===== config.mk =====
export PLATFORM = sky130hd
export DESIGN_NAME = noc_vc_scheduler
export DESIGN_NICKNAME = d
export VERILOG_FILES = /design/src/rtl/noc_vc_scheduler_pkg.sv /design/src/rtl/noc_round_robin_arbiter.sv /design/src/rtl/noc_vc_scheduler.sv
export SDC_FILE = /design/constraint.sdc
export NUM_CORES = 1
export LEC_CHECK = 0
export CAP_MARGIN = 10
export CORE_ASPECT_RATIO = 1.1
export CORE_MARGIN = 8
export CORE_UTILIZATION = 35
export DETAILED_ROUTE_END_ITERATION = 8
export PLACE_DENSITY = 0.73
export SLEW_MARGIN = 20
export SYNTH_ARGS = -nofsm -noshare
export SYNTH_HDL_FRONTEND = slang
export SYNTH_HIERARCHICAL = 1
export SYNTH_SLANG_ARGS = --single-unit
export TNS_END_PERCENT = 30

===== constraint.sdc =====
create_clock -name clk -period 2.05 [get_ports clk]
set_input_delay 0.5125 -clock clk [delete_from_list [all_inputs] [get_ports clk]]
set_output_delay 0.5125 -clock clk [all_outputs]
set_load 0.05 [all_outputs]

===== src/rtl/noc_vc_scheduler_pkg.sv =====
// Shared router scheduling types and the rotating-priority search used by the
// round-robin arbiters.
package noc_vc_scheduler_pkg;

    localparam int unsigned NocChannels  = 2;
    localparam int unsigned NocFlitWidth = 64;
    localparam int unsigned MaxChannels  = 8;

    typedef enum logic {StIdle, StLocked} sched_state_e;

    // First set request at or after ptr, wrapping modulo n; MaxChannels means none.
    function automatic int unsigned rr_first(input logic [MaxChannels-1:0] req,
                                             input int unsigned ptr,
                                             input int unsigned n);
        int unsigned idx;
        rr_first = MaxChannels;
        for (int unsigned i = 0; i < MaxChannels; i++) begin
            idx = ptr + i;
            if (idx >= n) idx = idx - n;
            if (i < n && rr_first == MaxChannels && req[idx[2:0]]) rr_first = idx;
        end
    endfunction

endpackage


===== src/rtl/noc_round_robin_arbiter.sv =====
// Combinational round-robin arbiter: one-hot grant to the first request at or
// after the pointer.
module noc_round_robin_arbiter
    import noc_vc_scheduler_pkg::*;
#(
    parameter int unsigned CHANNELS  = 2,
    parameter int unsigned PTR_WIDTH = 1
) (
    input  logic [CHANNELS-1:0]  req,
    input  logic [PTR_WIDTH-1:0] ptr,
    output logic [CHANNELS-1:0]  grant
);

    logic [MaxChannels-1:0] req_ext;
    int unsigned            win;

    always_comb begin
        req_ext                 = '0;
        req_ext[CHANNELS-1:0]   = req;
        win                     = rr_first(req_ext, 32'(ptr), CHANNELS);
        grant                   = '0;
        for (int unsigned c = 0; c < CHANNELS; c++) begin
            grant[c] = (win == c);
        end
    end

endmodule


===== src/rtl/noc_vc_scheduler.sv =====
// Packet-atomic round-robin VC scheduler feeding a one-entry registered output
// slice; a VC keeps the grant from head to tail flit.
module noc_vc_scheduler
    import noc_vc_scheduler_pkg::*;
#(
    parameter  int unsigned CHANNELS   = NocChannels,
    parameter  int unsigned FLIT_WIDTH = NocFlitWidth,
    localparam int unsigned VC_WIDTH   = (CHANNELS > 1) ? $clog2(CHANNELS) : 1
) (
    input  logic                                clk,
    input  logic                                rst_n,
    input  logic                                i_clear,
    input  logic [CHANNELS-1:0]                 i_valid,
    output logic [CHANNELS-1:0]                 o_ready,
    input  logic [CHANNELS-1:0][FLIT_WIDTH-1:0] i_flit,
    input  logic [CHANNELS-1:0]                 i_tail,
    output logic                                o_valid,
    input  logic                                i_ready,
    output logic [FLIT_WIDTH-1:0]               o_flit,
    output logic [VC_WIDTH-1:0]                 o_vc,
    output logic                                o_locked
);

    sched_state_e            state_q, state_d;
    logic [VC_WIDTH-1:0]     ptr_q, ptr_d;
    logic [VC_WIDTH-1:0]     lock_vc_q, lock_vc_d;
    logic                    valid_q, valid_d;
    logic [FLIT_WIDTH-1:0]   flit_q, flit_d;
    logic [VC_WIDTH-1:0]     vc_q, vc_d;

    logic [CHANNELS-1:0]     arb_grant, lock_grant, grant;
    logic [VC_WIDTH-1:0]     acc_vc;
    logic                    load, accept;

    noc_round_robin_arbiter #(
        .CHANNELS  (CHANNELS),
        .PTR_WIDTH (VC_WIDTH)
    ) u_arb (
        .req   (i_valid),
        .ptr   (ptr_q),
        .grant (arb_grant)
    );

    always_comb begin
        load = !valid_q || i_ready;
        for (int unsigned c = 0; c < CHANNELS; c++) begin
            lock_grant[c] = (lock_vc_q == VC_WIDTH'(c));
        end
        grant = (state_q == StLocked) ? lock_grant : arb_grant;
        // Gating with rst_n keeps upstream FIFOs from popping while in reset.
        o_ready = (load && !i_clear && rst_n) ? grant : '0;
        accept  = |(i_valid & o_ready);
        acc_vc  = '0;
        for (int unsigned c = 0; c < CHANNELS; c++) begin
            if (grant[c]) acc_vc = VC_WIDTH'(c);
        end
    end

    always_comb begin
        state_d   = state_q;
        ptr_d     = ptr_q;
        lock_vc_d = lock_vc_q;
        valid_d   = valid_q;
        flit_d    = flit_q;
        vc_d      = vc_q;
        if (i_clear) begin
            valid_d = 1'b0;
            state_d = StIdle;
            ptr_d   = '0;
        end else if (accept) begin
            valid_d = 1'b1;
            flit_d  = i_flit[acc_vc];
            vc_d    = acc_vc;
            if (i_tail[acc_vc]) begin
                state_d = StIdle;
                ptr_d   = (acc_vc == VC_WIDTH'(CHANNELS - 1)) ? '0 : acc_vc + 1'b1;
            end else begin
                state_d   = StLocked;
                lock_vc_d = acc_vc;
            end
        end else if (i_ready) begin
            valid_d = 1'b0;
        end
    end

    always_ff @(posedge clk or negedge rst_n) begin
        if (!rst_n) begin
            state_q   <= StIdle;
            ptr_q     <= '0;
            lock_vc_q <= '0;
            valid_q   <= 1'b0;
            flit_q    <= '0;
            vc_q      <= '0;
        end else begin
            state_q   <= state_d;
            ptr_q     <= ptr_d;
            lock_vc_q <= lock_vc_d;
            valid_q   <= valid_d;
            flit_q    <= flit_d;
            vc_q      <= vc_d;
        end
    end

    assign o_valid  = valid_q;
    assign o_flit   = flit_q;
    assign o_vc     = vc_q;
    assign o_locked = (state_q == StLocked);

endmodule


==> flow_summary.json <==
{
  "critical_path_class": "in -> out",
  "min_path_type": "in -> async",
  "path_max_fanout": 2,
  "setup_ws_ns": -0.00443,
  "clockPowerShare_pct": 22.3,
  "globalplace.congestion": 0.743,
  "cts_tree": "built",
  "clock.fmax_mhz": 487,
  "syn_nets": 447,
  "die_x_um": 115,
  "cap_viol_max_count": 0,
  "period_minus_slack_ns": 2.05,
  "yosysSeqAreaShare_pct": 45.4,
  "leakagePower_uw": 0.00307,
  "wl_um": 10400,
  "seq_power_share_pct": 29.1,
  "vias": 3074,
  "cts_sinks": 69,
  "diodes": 0,
  "final-setup-viol-count": 1,
  "required_ns": 1.54,
  "powerDensity_nw_per_um2": 1120,
  "htree_levels": 3,
  "crit_chain": "clkdlybuf4s50_1 > nand2b_4 > nand2_4 > a211oi_4 > buf_12",
  "finalCritPeriodShare_pct": 100,
  "worstPathArrival_ns": 1.54,
  "ios": 205,
  "drive_gt1_share_pct": 44.0,
  "num_rows": 40,
  "port_buffers": 204,
  "power.total_uw": 7040,
  "grt-ovfl-total": 0,
  "status": "finished with violations",
  "ys_ff_latch": 69,
  "slowest_delay_ns": 0.46,
  "rsz0062_at_grt": "true",
  "syn_avg_cell_area_um2": 12.2,
  "grt_pass1_wl_um": 16400,
  "synth.distinct_cells": 27,
  "synthCells": 311,
  "p_int_uw": 3990,
  "finClkSkew_ns": 0.00443,
  "utilization_pct": 58.2,
  "drt-pass1-iter-count": 4,
  "sw_frac_of_total_pct": 43.3,
  "dieArea_um2": 14500,
  "whs_ns": 0.418,
  "die_y_um": 125,
  "maxSlewHeadroom_pct": 42.1,
  "hold_viol": 0,
  "yosysWarnings": 6,
  "area_growth_pct": 64.8,
  "antenna_found_initial": 1,
  "core_area_um2": 10800,
  "combPwrFrac_pct": 48.5,
  "clk_pin_slew_worst_paths_ns": 0.06,
  "groute.usage.overall_pct": 14.2,
  "numCtsBuffers": 9,
  "p_sw_uw": 3050,
  "drv_slew": 0,
  "clock_latency_ns": 0.32,
  "drtIter0Drc": 72,
  "worst_pin_slew_ns": 0.868,
  "path_buf_inv": 2,
  "viasPerCell": 4.54,
  "place_hpwl_um": 8310,
  "crit_family": "buffers and inverters",
  "final_common_cell": "clkdlybuf4s50_1",
  "final_cell_mix": "clkdlybuf4s50_1 (140), dfrtp_1 (67), buf_4 (66)",
  "syn_area_um2": 3800,
  "start_kind": "input pin",
  "endpoint_kind": "primary output",
  "clockBufferDepth": 2,
  "ant_nets": 0,
  "drc_errors": 0,
  "grt_pass1_vias": 3415,
  "cts_hold_buf": 0,
  "initial_core_util_pct": 35.3,
  "ir_worst_vdd_mv": 0.442,
  "avgRoutedWirePerCell_um": 15.4,
  "cp_slowest_cell": "clkdlybuf4s50_1",
  "violations": "setup timing",
  "layout.nets": 661,
  "grt_start_max_net_pins": 70,
  "root_buffer": "clkbuf_16"
}
worst register-to-register path, cell delays in order (launching register included):
cell and delay, ns:
dfrtp_2 0.44, inv_1 0.09, a21boi_2 0.06, buf_4 0.13
a221o_1 0.37, o2111ai_4 0.24, buf_12 0.27, buf_4 0.15
o21ai_2 0.05
worst paths after layout:
check,from,endpoint,slack (ns),cells after the start
worst min register to register,o_flit[9],o_flit[9],0.48,2
worst max register to register,ptr_q,o_flit[42],0.14,8
worst max-delay path,i_ready,o_ready[0],-0.004,5
min in group clk,o_flit[9],o_flit[9],0.48,2
worst min-delay path,rst_n,o_flit[17],0.42,2
max in group asynchronous,rst_n,o_locked,1.04,2
sequential cells by signal, summed over array words and instances (netlist names):
name       count
ptr_q          1
o_flit        64
o_locked       1
o_vc           1
lock_vc_q      1
o_valid        1
Yosys cell counts:
master	instances	area, µm²
dfrtp_1	69	1730
nand2_2	65	407
o21ai_1	1	5.00
inv_1	2	7.51
a21oi_1	3	15.0
a211oi_1	1	7.51
o2111ai_4	1	26.3
nand2_1	2	7.51
a21boi_1	1	7.51
buf_12	8	160
a21boi_0	1	7.51
mux2_4	1	15.0
nor2_1	3	11.3
buf_2	5	25.0
o21ai_2	65	569
o31ai_1	2	15.0
buf_6	1	11.3
buf_4	6	45.0
buf_8	1	15.0
nor2b_1	1	6.26
nand2b_1	2	12.5
mux2i_2	1	13.8
mux2i_1	65	651
o21ai_0	1	5.00
a221o_1	1	10.0
a2bb2oi_1	1	8.76
o2111a_1	1	11.3
layout make-up:
cell class,count,area [µm²]
inverters,2,7.51
flip-flops and latches,69,1730
multi-input cells,219,1870
well taps,147,184
repair buffers,224,2170
clock inverters,5,57.6
fillers,906,4490
clock buffers,11,253
repair_timing:
item / CTS / global route
setup buffers: 6 / 0
resized for setup: 10 / 11
pin swaps: 2 / 0
setup endpoints to repair: 68 / 9
gates cloned: 0 / 0
through the flow:
step	std cells	setup slack, ns	area [µm²]	TNS [ns]
finish	677	-0.00443	6270	-0.00443
global route	677	-0.0211	6270	-0.0395
CTS	677	0.0106	6240	0
detailed placement	655	-0.436	5870	-25.94
global placement	655	-0.341	5870	-18.74
floorplan	311	-0.0696	3820	-0.0696
per-layer routing:
metal  global-route usage, %  up-vias  part of all wire, %
met3                    5.63       10                  9.1
met1                    14.8     1417                   38
met4                    4.64        2                  1.1
met5                       0        -                 0.11
met2                    25.2      113                   52
li1                        -     1532                    -
logic make-up after synthesis:
group           share of synthesized area (%)
buf+inv                                  6.94
mux                                      17.9
flops                                    45.4
simple gates                             11.7
compound gates                           18.1
power by group through the flow:
stage,registers [µW],clock network (µW),logic (µW)
after floorplan,3480,0,829
after global placement,2060,0,3400
after detailed placement,2080,0,3450
after CTS,2060,1620,3460
after global routing,2110,1680,3590
final,2050,1570,3420
Note: power is estimated with default switching activity, not from simulation.
